$ cat src/rtl/stage_3.sv
// stage_3: execute/write-back stage. ALU ops plus an optional shift-add multiplier.
// Define STAGE3_MUL_EN to build the 16-cycle multiplier; without it opcode 0x08 is illegal.
module stage_3 (
  input  logic        CLK,
  input  logic        reset,
  input  logic        start,
  input  logic [15:0] AIn,
  input  logic [15:0] BIn,
  input  logic [15:0] DestIn,
  input  logic [7:0]  OpIn,
  output logic        busy,
  output logic        done,
  output logic        MemWrite,
  output logic [15:0] MemAddr,
  output logic [15:0] MemData,
  output logic [15:0] ResultValue,
  output logic        ZeroFlag,
  output logic        CarryFlag,
  output logic        Illegal
);

  localparam logic [7:0] OP_NOP = 8'h00;
  localparam logic [7:0] OP_ADD = 8'h01;
  localparam logic [7:0] OP_SUB = 8'h02;
  localparam logic [7:0] OP_AND = 8'h03;
  localparam logic [7:0] OP_OR  = 8'h04;
  localparam logic [7:0] OP_XOR = 8'h05;
  localparam logic [7:0] OP_SHL = 8'h06;
  localparam logic [7:0] OP_SHR = 8'h07;
`ifdef STAGE3_MUL_EN
  localparam logic [7:0] OP_MUL = 8'h08;
`endif
  localparam logic [7:0] OP_MOV = 8'h09;

  typedef enum logic [1:0] {
    ST_IDLE,
    ST_EXEC,
`ifdef STAGE3_MUL_EN
    ST_MUL,
`endif
    ST_WRITE
  } state_t;

  state_t      state;
  logic [15:0] a_r;
  logic [15:0] b_r;
  logic [15:0] dest_r;
  logic [7:0]  op_r;
  logic [15:0] res;

  logic [16:0] sum;
  logic [15:0] alu_res;
  logic        alu_carry;
  logic        alu_writes;
  logic        alu_illegal;

`ifdef STAGE3_MUL_EN
  logic [15:0] acc;
  logic [3:0]  cnt;
  logic [15:0] mul_sum;

  assign mul_sum = acc + (b_r[0] ? a_r : '0);
`endif

  assign MemAddr     = dest_r;
  assign MemData     = res;
  assign ResultValue = res;

  always_comb begin
    sum         = {1'b0, a_r} + {1'b0, b_r};
    alu_res     = res;
    alu_carry   = 1'b0;
    alu_writes  = 1'b1;
    alu_illegal = 1'b0;
    case (op_r)
      OP_NOP: alu_writes = 1'b0;
      OP_ADD: begin
        alu_res   = sum[15:0];
        alu_carry = sum[16];
      end
      OP_SUB: begin
        alu_res   = a_r - b_r;
        alu_carry = (a_r < b_r);
      end
      OP_AND: alu_res = a_r & b_r;
      OP_OR:  alu_res = a_r | b_r;
      OP_XOR: alu_res = a_r ^ b_r;
      OP_SHL: alu_res = a_r << b_r[3:0];
      OP_SHR: alu_res = a_r >> b_r[3:0];
`ifdef STAGE3_MUL_EN
      OP_MUL: alu_res = res;
`endif
      OP_MOV: alu_res = a_r;
      default: begin
        alu_writes  = 1'b0;
        alu_illegal = 1'b1;
      end
    endcase
  end

  always_ff @(posedge CLK) begin
    if (reset) begin
      state     <= ST_IDLE;
      a_r       <= '0;
      b_r       <= '0;
      dest_r    <= '0;
      op_r      <= '0;
      res       <= '0;
      busy      <= 1'b0;
      done      <= 1'b0;
      MemWrite  <= 1'b0;
      Illegal   <= 1'b0;
      ZeroFlag  <= 1'b0;
      CarryFlag <= 1'b0;
`ifdef STAGE3_MUL_EN
      acc       <= '0;
      cnt       <= '0;
`endif
    end else begin
      done     <= 1'b0;
      MemWrite <= 1'b0;
      Illegal  <= 1'b0;
      case (state)
        ST_IDLE: begin
          if (start) begin
            a_r    <= AIn;
            b_r    <= BIn;
            dest_r <= DestIn;
            op_r   <= OpIn;
            busy   <= 1'b1;
            state  <= ST_EXEC;
          end
        end
        ST_EXEC: begin
`ifdef STAGE3_MUL_EN
          if (op_r == OP_MUL) begin
            acc   <= '0;
            cnt   <= '0;
            state <= ST_MUL;
          end else
`endif
          begin
            if (alu_writes) begin
              res       <= alu_res;
              ZeroFlag  <= (alu_res == '0);
              CarryFlag <= alu_carry;
            end
            MemWrite <= alu_writes;
            Illegal  <= alu_illegal;
            done     <= 1'b1;
            state    <= ST_WRITE;
          end
        end
`ifdef STAGE3_MUL_EN
        ST_MUL: begin
          // Final step folds the last partial product straight into the result register.
          a_r <= {a_r[14:0], 1'b0};
          b_r <= {1'b0, b_r[15:1]};
          if (cnt == 4'd15) begin
            res       <= mul_sum;
            ZeroFlag  <= (mul_sum == '0);
            CarryFlag <= 1'b0;
            MemWrite  <= 1'b1;
            done      <= 1'b1;
            state     <= ST_WRITE;
          end else begin
            acc <= mul_sum;
            cnt <= cnt + 4'd1;
          end
        end
`endif
        ST_WRITE: begin
          busy  <= 1'b0;
          state <= ST_IDLE;
        end
        default: state <= ST_IDLE;
      endcase
    end
  end

endmodule

$ cat config.mk
export PLATFORM = sky130hd
export DESIGN_NAME = stage_3
export DESIGN_NICKNAME = d
export VERILOG_FILES = /design/src/rtl/stage_3.sv
export SDC_FILE = /design/constraint.sdc
export NUM_CORES = 1
export LEC_CHECK = 0
export BUFFER_PORTS_ARGS = -buffer_cell sky130_fd_sc_hd__clkbuf_2
export CAP_MARGIN = 40
export CORE_MARGIN = 2
export CORE_UTILIZATION = 32
export DETAILED_ROUTE_END_ITERATION = 10
export PLACE_DENSITY = 0.52
export SYNTH_ARGS = -nofsm -noshare
export SYNTH_HDL_FRONTEND = slang
export SYNTH_SLANG_ARGS = --single-unit
$ cat constraint.sdc
create_clock -name CLK -period 5.06 [get_ports CLK]
set_input_delay 0.759 -clock CLK [delete_from_list [all_inputs] [get_ports CLK]]
set_output_delay 0.759 -clock CLK [all_outputs]
set_load 0.01 [all_outputs]
==> results of run 1 <==
-- per-layer routing --
metal	part of all wire, %	wire length (um)	global-route usage, %	vias up
met1	47	12600	32.5	3643
met2	42	11500	32.6	373
li1	-	-	-	3623
met5	0	0	0	-
met4	2.3	633	6.68	0
met3	8.5	2310	4.58	52
-- path summary, 6_finish.rpt --
check	start	endpoint
setup / recovery	a_r[5]$_SDFFE_PP0P_	ZeroFlag$_SDFFE_PP0P_
hold / removal	ZeroFlag$_SDFFE_PP0P_	ZeroFlag$_SDFFE_PP0P_
setup reg to reg	a_r[5]$_SDFFE_PP0P_	ZeroFlag$_SDFFE_PP0P_
hold reg to reg	ZeroFlag$_SDFFE_PP0P_	ZeroFlag$_SDFFE_PP0P_
-- cells in the final DEF, fill, tap and decap left out, types with 7 or more instances in the layout --
| cell type | n |
|---|---|
| ha_1 | 52 |
| nor3_1 | 19 |
| o21bai_1 | 7 |
| o21ai_0 | 43 |
| a211oi_1 | 17 |
| nor2_1 | 87 |
| nor2b_1 | 7 |
| a21oi_1 | 106 |
| xnor2_1 | 11 |
| clkbuf_16 | 9 |
| buf_4 | 16 |
| nand2_1 | 173 |
| dfxtp_1 | 79 |
| a221oi_1 | 11 |
| a31oi_1 | 15 |
| nand3_1 | 19 |
| mux2i_1 | 15 |
| clkbuf_2 | 112 |
| inv_1 | 49 |
| mux4_2 | 27 |
| o211ai_1 | 16 |
-- stage by stage --
step	power, mW	area (sq um)	cells	hold slack [ps]
2_1_floorplan	1.18	7380	993	453
3_3_place_gp	1.37	7960	1307	441
3_5_place_dp	1.37	7980	1309	447
4_1_cts	2.14	8310	1325	457
5_1_grt	2.25	8310	1325	481
6_report	2.13	8310	1325	455
-- sequential cells by signal (all words and copies together) (netlist names) --
register / count
a_r: 16
ZeroFlag: 1
busy: 1
op_r: 8
b_r: 16
done: 1
state: 2
CarryFlag: 1
MemData: 16
Illegal: 1
MemWrite: 1
MemAddr: 16
-- tightest hold or removal path: cells and delay by family (launching register included) --
kind             cells  cell delay, ps
AND/OR/NAND/NOR      2             100
flip-flops           1             310
-- Yosys cell counts (all sizes together), types with 7 or more instances --
cell type  number
a211oi         17
a21oi         106
a221oi         11
a31oi          15
buf            38
clkbuf         60
dfxtp          80
ha             52
inv            50
mux2i          15
mux4           27
nand2         173
nand3          19
nor2           88
nor2b           7
nor3           19
nor4            8
o211ai         16
o21ai          43
o21bai          7
xnor2          11
-- power groups by stage --
stage / Sequential (mW) / Clock, mW / Combinational (mW)
floorplan: 0.713 / 0 / 0.463
CTS: 0.726 / 0.783 / 0.632
detailed placement: 0.741 / 0 / 0.629
finish: 0.727 / 0.767 / 0.640
global placement: 0.739 / 0 / 0.629
global route: 0.734 / 0.809 / 0.703
-- kinds of logic (layout without fill, tap and decap cells) --
| group | after synthesis | in the layout | synth area share (%) |
|---|---|---|---|
| and+or+nand+nor | 353 | 353 | 21.0 |
| xor gates and xnor gates | 12 | 12 | 1.42 |
| adders and majority gates | 54 | 54 | 9.36 |
| AOI/OAI and AO/OA | 295 | 295 | 26.3 |
| buffers and inverters | 151 | 198 | 8.98 |
| muxes | 48 | 48 | 11.2 |
| DFF | 80 | 80 | 21.7 |
-- final cells by class --
cell class	instances	area, sq um	area share [%]
multi-input combinational	762	5130	61.7
inverter	53	199	2.39
clock inverter	7	109	1.31
clock buffer	9	225	2.71
timing repair buffer	129	692	8.32
tap	285	357	4.29
sequential	80	1600	19.3
==> reports/results.ini, run 1 <==
[finish]
drive_gt1_share_pct = 18.6
n_fill_cell = 2446
fin_nets = 1148
postLayoutCoreUtil_pct = 36.7
antenna_cells = 0
area_growth_syn_to_layout_pct = 12.6

[drt]
ant_nets = 0
vias = 7691
drt_wl_total_um = 27000
routedWlPerCell_um = 20.4
drtIter0Drc = 751
via_per_inst = 5.80
dr.pass1.iters = 5
remaining_drc_errors = 0

[logic_synthesis]
ys.flop_type = dfxtp_1
yosysSeqAreaShare_pct = 21.7
synth_area_sq_um = 7380
ys_ff_latch = 80
ys_warn_count = 0
synth_top_cell_area_share_pct = 21.7
yosysTopAreaCell = dfxtp_1
synth.area.top_cells = dfxtp_1 22%, ha_1 8.8%, nand2_1 8.8%
synth_nets = 1106
synth_area_per_cell_sq_um = 7.43
synthCells = 993
ys_types = 74
synth_edf_count = 0
async_reset_ff_share_pct = 0

[power]
clkPwrFrac_pct = 35.9
seqPwrFrac_pct = 34.1
leakagePower_nw = 3.29
power_switching_share_pct = 36.4
irDropWorstVdd_v = 0.000143
p_int_mw = 1.36
power.density_nw_per_um2 = 257
power.switching_mw = 0.776
comb_power_share_pct = 30.0

[clock_tree]
clkLatencyLatePin_ps = 360
clkTransAtPathRegs_ps = 70
cts.path.max_buffers = 2
cts_resized = 0
post-cts-setup-buffer-count = 0
cts_tree = done
cts_max_level = 3
postCtsHoldBufs = 0
cts-root-buf = clkbuf_16
numCtsBuffers = 9
cts_sinks = 80

[setup_path]
cpMostUsedCell = inv_1
crit_path_start_kind = flip-flop
worstPathRequired_ps = 5360
crit_buf_inv = 2
path_max_fanout = 12
crit_path_max_incr_delay_ps = 600
reg2regPathDepth = 12
path_depth = 12
path_cells = inv_1 > ha_1 > inv_1 > a221oi_1 > a21oi_1 > o31a_1 > o211ai_1 > o41ai_1 > or4_1 > and3b_1 > o2111ai_1 > nand2_1
slowest_stage = ha_1
end_kind = flip-flop
rrSetupSlack_ps = 1260
path_class = reg2reg
cp_top_family = compound AO/OA/AOI/OAI gates
cp.arrival_ps = 4100

[sta]
skew_ps = 7.42
fmax_ghz = 0.263
fin_tns_setup_ps = 0
fin_crit_sh_pct = 75.1
tightest_slew_ps = 892
rsz0062_at_grt = false
slew_viol_final = 0
period_minus_slack_ps = 3800
worst_slack_ps = 1260
finalHoldViolCount = 0
setup_viol = 0
relSlewSlack_pct = 40.4

[run_status]
status = completed

[floorplanning]
die_y_um = 156
ios = 113
rows = 55
die_w_um = 156
core-area_sq_um = 22600
dieArea_sq_um = 24300
start_util_pct = 32.6

[global_route]
grt_usage_pct = 22.2
antenna_found_initial = 0
grt_first_pass_wirelength_um = 41800
grt_pass1_vias = 7050
grt_max_degree = 44
grt_remaining_overflow = 0

[job]
cap_violations = 0

[placement]
dp_slack_ps = 1310
place_congestion = 0.970
numPortBuffers = 112
dpl.hpwl_um = 20300

[worst_hold_path]
hold_depth = 2
min_path_type = reg2reg

No activity file was read; power rests on OpenSTA's default activity.
==> run 2: changes to the inputs <==
- PLACE_DENSITY: 0.52 -> 0.54
- clock period: 5.06 -> 3.1 ns (I/O delays scaled with it)
==> reports/results.ini, run 2 (synthesis gave the netlist of run 1 again) <==
[power]
seqPwrFrac_pct = 32.4  ; -1.7 points
leakagePower_nw = 3.92  ; +19%
power.switching_mw = 1.31  ; +69%
power.density_nw_per_um2 = 376  ; +46%
clkPwrFrac_pct = 30.2  ; -5.7 points
power_switching_share_pct = 37.2  ; +0.78 points
comb_power_share_pct = 37.4  ; +7.4 points
irDropWorstVdd_v = 0.000231  ; +62%
p_int_mw = 2.22  ; +64%

[global_route]
grt_remaining_overflow = 0  ; unchanged
antenna_found_initial = 0  ; unchanged
grt_usage_pct = 23.3  ; +1.1 points
grt_first_pass_wirelength_um = 43600  ; +4.4%
grt_max_degree = 48  ; +9.1%
grt_pass1_vias = 7489  ; +6.2%

[drt]
vias = 8088  ; +5.2%
ant_nets = 0  ; unchanged
drt_wl_total_um = 28300  ; +4.9%
drtIter0Drc = 876  ; +17%
routedWlPerCell_um = 19.6  ; -3.9%
remaining_drc_errors = 0  ; unchanged
dr.pass1.iters = 6  ; +1
via_per_inst = 5.59  ; -3.6%

[floorplanning]
rows = 55  ; unchanged
die_y_um = 156  ; unchanged
die_w_um = 156  ; unchanged
start_util_pct = 32.6  ; unchanged
dieArea_sq_um = 24300  ; unchanged
core-area_sq_um = 22600  ; unchanged
ios = 113  ; unchanged

[placement]
numPortBuffers = 112  ; unchanged
dpl.hpwl_um = 22100  ; +9.2%
place_congestion = 0.993  ; +2.4%
place_inst = 1429  ; +9.2%
dp_slack_ps = -119  ; -1430 ps

[run_status]
status = completed

[finish]
antenna_cells = 0  ; unchanged
instances_no_fill = 1446  ; +9.1%
drive_gt1_share_pct = 30.1  ; +12 points
final_cell_mix = 172 x nand2_1, 132 x buf_4, 112 x clkbuf_2
n_fill_cell = 2333  ; -4.6%
area_growth_syn_to_layout_pct = 27.4
final_common_cell = nand2_1
fin_nets = 1269  ; +11%

[sta]
worst_slack_ps = 53.9  ; -1200 ps
finalHoldViolCount = 0  ; unchanged
slew_viol_final = 0  ; unchanged
fmax_ghz = 0.328  ; +25%
skew_ps = 8.66  ; +1.24 ps
relSlewSlack_pct = 54.3  ; +14 points
tightest_slew_ps = 683  ; -209 ps
fin_crit_sh_pct = 98.3  ; +23 points
rsz0062_at_grt = true
period_minus_slack_ps = 3050  ; -756 ps
setup_viol = 0  ; unchanged
holdWs_ps = 316  ; -139 ps

[worst_hold_path]
hold_path_end = MemAddr[0]$_SDFFE_PP0P_
min_from = DestIn[0]
min_path_type = in2reg
hold_depth = 3  ; +1

[clock_tree]
cts_tree = done
cts.path.max_buffers = 2  ; unchanged
cts-root-buf = clkbuf_16
cts_sinks = 80  ; unchanged
numCtsBuffers = 9  ; unchanged
postCtsHoldBufs = 0  ; unchanged
clkTransAtPathRegs_ps = 70  ; about the same
clkLatencyLatePin_ps = 360  ; about the same
cts_max_level = 3  ; unchanged

[setup_path]
worstReg2RegEnd = ZeroFlag$_SDFFE_PP0P_
r2r_start = a_r[0]$_SDFFE_PP0P_
end_kind = flip-flop
cp.arrival_ps = 3350  ; -750 ps
rrSetupSlack_ps = 50  ; -1200 ps
worstPathRequired_ps = 3400  ; -1960 ps
path_max_fanout = 3  ; -9
path_class = reg2reg
reg2regPathDepth = 14  ; +2
crit_path_start_kind = flip-flop

[job]
cap_violations = 0  ; unchanged

[run 2: cell types whose count changed in the layout (fill, tap and decap cells not counted), sizes merged]
cell | previous run | this run
buf | 17 | 138
bufinv | 2 | 0
clkinvlp | 0 | 2
inv | 55 | 53
clkbuf | 121 | 122
clkinv | 3 | 4
[run 2: layout make-up]
class                           count  area [sq um]  share of cell area [%]
Tap cell                          285           357                    3.79
Multi-Input combinational cell    762          5290                    56.3
Clock buffer                       10           239                    2.54
Inverter                           53           206                    2.20
Sequential cell                    80          1610                    17.1
Clock inverter                      6          48.8                   0.519
Timing Repair Buffer              250          1650                    17.6
[run 2: worst max-delay path by stage]
stage	depth (start not counted)	endpoint	startpoint	slack [ps]
6_report	14	ZeroFlag$_SDFFE_PP0P_	a_r[0]$_SDFFE_PP0P_	50
5_1_grt	14	ZeroFlag$_SDFFE_PP0P_	b_r[0]$_SDFFE_PP0P_	-40
4_1_cts	14	ZeroFlag$_SDFFE_PP0P_	a_r[0]$_SDFFE_PP0P_	5
3_5_place_dp	13	ZeroFlag$_SDFFE_PP0P_	b_r[0]$_SDFFE_PP0P_	-120
3_3_place_gp	14	ZeroFlag$_SDFFE_PP0P_	a_r[0]$_SDFFE_PP0P_	-50
2_1_floorplan	15	ZeroFlag$_SDFFE_PP0P_	b_r[2]$_SDFFE_PP0P_	10
[run 2: critical path: stages, from the launching register on]
cell and delay, ps:
dfxtp_2 330, inv_2 50, ha_2 170, inv_1 50
fa_2 360, nor2b_1 160, o211ai_1 260, a21oi_2 140
o31a_1 280, o211ai_1 170, o41ai_1 100, or4_4 500
and3b_1 220, o2111ai_1 120, nand2_1 80
[run 2: metal layers]
metal / GRT usage (%) / wire length (um) / vias up
met2: 35.1 / 12100 / 406
met4: 7.34 / 782 / 0
met5: 0 / 0 / -
li1: - / - / 3870
met3: 4.97 / 2350 / 44
met1: 33.0 / 13000 / 3768
[run 2: metrics by stage]
step                util, %  cell area (sq um)  power (mW)  setup TNS, ps
floorplan                 -               7410        1.93              0
global placement       39.5               8940        2.42          -59.9
detailed placement     39.5               8940        2.42           -119
CTS                    40.9               9250        3.49              0
global route           41.5               9400        3.70          -39.2
finish                 41.5               9400        3.53              0
[run 2: what timing repair did]
action,in CTS,in global routing
pin swaps,4,7
buffers inserted,0,1
resized for setup,8,32
setup endpoints to repair,2,5
[run 2: power groups by stage]
stage | Combinational (mW) | Clock [mW] | Sequential (mW)
after floorplan | 0.763 | 0 | 1.16
after global placement | 1.25 | 0 | 1.16
after detailed placement | 1.25 | 0 | 1.17
after CTS | 1.26 | 1.09 | 1.14
after global routing | 1.43 | 1.12 | 1.15
final | 1.32 | 1.07 | 1.14
==> run 3: changes to the inputs <==
- RECOVER_POWER: not set -> 25
==> reports/results.ini, run 3 (synthesis gave the netlist of run 1 again) <==
[floorplanning]
dieArea_sq_um = 24300  ; unchanged
die_w_um = 156  ; unchanged
rows = 55  ; unchanged
die_y_um = 156  ; unchanged
ios = 113  ; unchanged
core-area_sq_um = 22600  ; unchanged
start_util_pct = 32.6  ; unchanged

[setup_path]
path_max_fanout = 3  ; unchanged
crit_path_start_kind = flip-flop
r2r_start = a_r[0]$_SDFFE_PP0P_
worstPathRequired_ps = 3400  ; about the same
cp.arrival_ps = 3340  ; about the same
end_kind = flip-flop
rrSetupSlack_ps = 60  ; about the same
path_class = reg2reg
cp_top_family = compound AO/OA/AOI/OAI gates
path_cells = inv_2 > ha_2 > inv_1 > fa_2 > nor2b_1 > o211ai_1 > a21oi_2 > o31a_1 > o211ai_1 > o41ai_1 > or4_4 > and3b_1 > o2111ai_1 > nand2_1
crit_buf_inv = 2  ; unchanged
slowest_stage = or4_4
worstReg2RegEnd = ZeroFlag$_SDFFE_PP0P_
cpMostUsedCell = o211ai_1
reg2regPathDepth = 14  ; unchanged
crit_path_max_incr_delay_ps = 500  ; about the same

[power]
power.density_nw_per_um2 = 377  ; +0.24%
power_switching_share_pct = 37.2  ; about the same
power.switching_mw = 1.31  ; -0.22%
leakagePower_nw = 3.81  ; -2.8%
irDropWorstVdd_v = 0.000227  ; -1.9%
seqPwrFrac_pct = 32.4  ; about the same
comb_power_share_pct = 37.3  ; about the same
p_int_mw = 2.22  ; -0.21%
clkPwrFrac_pct = 30.3  ; about the same

[sta]
relSlewSlack_pct = -40.8  ; -95 points
fmax_ghz = 0.329  ; about the same
skew_ps = 9.34  ; +0.687 ps
fin_crit_sh_pct = 98.2  ; about the same
slew_viol_final = 48  ; +48
worst_slack_ps = 56.3  ; +2.40 ps
finalHoldViolCount = 0  ; unchanged
setup_viol = 0  ; unchanged
fin_tns_setup_ps = 0  ; unchanged
period_minus_slack_ps = 3040  ; -2.40 ps
tightest_slew_ps = 2110  ; +1430 ps
rsz0062_at_grt = true

[clock_tree]
numCtsBuffers = 9  ; unchanged
postCtsHoldBufs = 0  ; unchanged
cts_max_level = 3  ; unchanged
clkLatencyLatePin_ps = 360  ; about the same
cts-root-buf = clkbuf_16
cts_tree = done
clkTransAtPathRegs_ps = 70  ; about the same
cts.path.max_buffers = 2  ; unchanged
cts_sinks = 80  ; unchanged

[drt]
ant_nets = 0  ; unchanged
via_per_inst = 5.61  ; +0.35%
remaining_drc_errors = 0  ; unchanged
vias = 8116  ; +0.35%
drt_wl_total_um = 28300  ; about the same
routedWlPerCell_um = 19.6  ; about the same
drtIter0Drc = 867  ; -1.0%
dr.pass1.iters = 5  ; -1

[finish]
final_cell_mix = 172 x nand2_1, 131 x buf_4, 102 x a21oi_1
postLayoutCoreUtil_pct = 41.3  ; -0.19 points
drive_gt1_share_pct = 27.3  ; -2.8 points
area_growth_syn_to_layout_pct = 26.8
instances_no_fill = 1446  ; unchanged
final_common_cell = nand2_1
fin_nets = 1269  ; unchanged
antenna_cells = 0  ; unchanged

[global_route]
grt_pass1_vias = 7489  ; unchanged
grt_first_pass_wirelength_um = 43600  ; unchanged
grt_max_degree = 48  ; unchanged
grt_remaining_overflow = 0  ; unchanged
grt_usage_pct = 23.3  ; unchanged
antenna_found_initial = 0  ; unchanged

[placement]
dpl.hpwl_um = 22100  ; unchanged
place_congestion = 0.993  ; unchanged
numPortBuffers = 112  ; unchanged
dp_slack_ps = -119  ; unchanged
place_inst = 1429  ; unchanged

[worst_hold_path]
min_from = DestIn[0]
min_path_type = in2reg
hold_depth = 3  ; unchanged
hold_path_end = MemAddr[0]$_SDFFE_PP0P_

[job]
cap_violations = 1  ; +1

[run_status]
violations = max-capacitance violations, max-slew violations
status = complete, but fails checks

-- run 3: changes by cell type in the layout (fill, tap and decap cells not counted), sizes merged --
cell,before,now
clkbuf,122,123
buf,138,137
-- run 3: metal layers --
layer / GRT usage (%) / share of wire (%) / vias to the layer above
met5: 0 / 0 / -
met4: 7.34 / 2.5 / 0
met3: 4.97 / 8.0 / 40
met2: 35.1 / 43 / 395
met1: 33.0 / 47 / 3810
li1: - / - / 3871
-- run 3: how the worst max path moves through the flow --
stage                   startpoint               endpoint  cells after the start  slack, ps
4_1_cts        a_r[0]$_SDFFE_PP0P_  ZeroFlag$_SDFFE_PP0P_                     14          5
6_report       a_r[0]$_SDFFE_PP0P_  ZeroFlag$_SDFFE_PP0P_                     14         60
2_1_floorplan  b_r[2]$_SDFFE_PP0P_  ZeroFlag$_SDFFE_PP0P_                     15         10
3_3_place_gp   a_r[0]$_SDFFE_PP0P_  ZeroFlag$_SDFFE_PP0P_                     14        -50
3_5_place_dp   b_r[0]$_SDFFE_PP0P_  ZeroFlag$_SDFFE_PP0P_                     13       -120
5_1_grt        b_r[0]$_SDFFE_PP0P_  ZeroFlag$_SDFFE_PP0P_                     14        -40
-- run 3: cell type report --
type	instances	area, sq um
clock inverter	6	48.8
clock buffer	10	239
inverter	53	206
fill	2350	13300
sequential	80	1610
timing repair buffer	250	1610
tap	285	357
multi-input combinational	762	5290
-- run 3: power by group through the flow --
stage	combinational (mW)	sequential (mW)	clock, mW
after global placement	1.25	1.16	0
after detailed placement	1.25	1.17	0
after floorplan	0.763	1.16	0
final	1.31	1.14	1.07
after global routing	1.42	1.15	1.12
after CTS	1.26	1.14	1.09
-- run 3: through the flow --
stage	hold WS, ps	power [mW]	cell area, sq um
after floorplan	453	1.93	7410
after global placement	441	2.42	8940
after detailed placement	446	2.42	8940
after CTS	308	3.49	9250
after global routing	318	3.69	9360
final	317	3.53	9360
-- run 3: what timing repair did --
action,CTS,global route
resized for setup,8,32
hold endpoints to repair,0,0
buffers inserted,0,1
pin swaps,4,7
setup endpoints to repair,2,5
gates cloned,0,0
-- run 3: worst reg2reg max path: stages (launching register included) --
cell	delay, ps
dfxtp_2	330
inv_2	50
ha_2	170
inv_1	50
fa_2	360
nor2b_1	160
o211ai_1	260
a21oi_2	140
o31a_1	280
o211ai_1	170
o41ai_1	100
or4_4	500
and3b_1	220
o2111ai_1	120
nand2_1	80
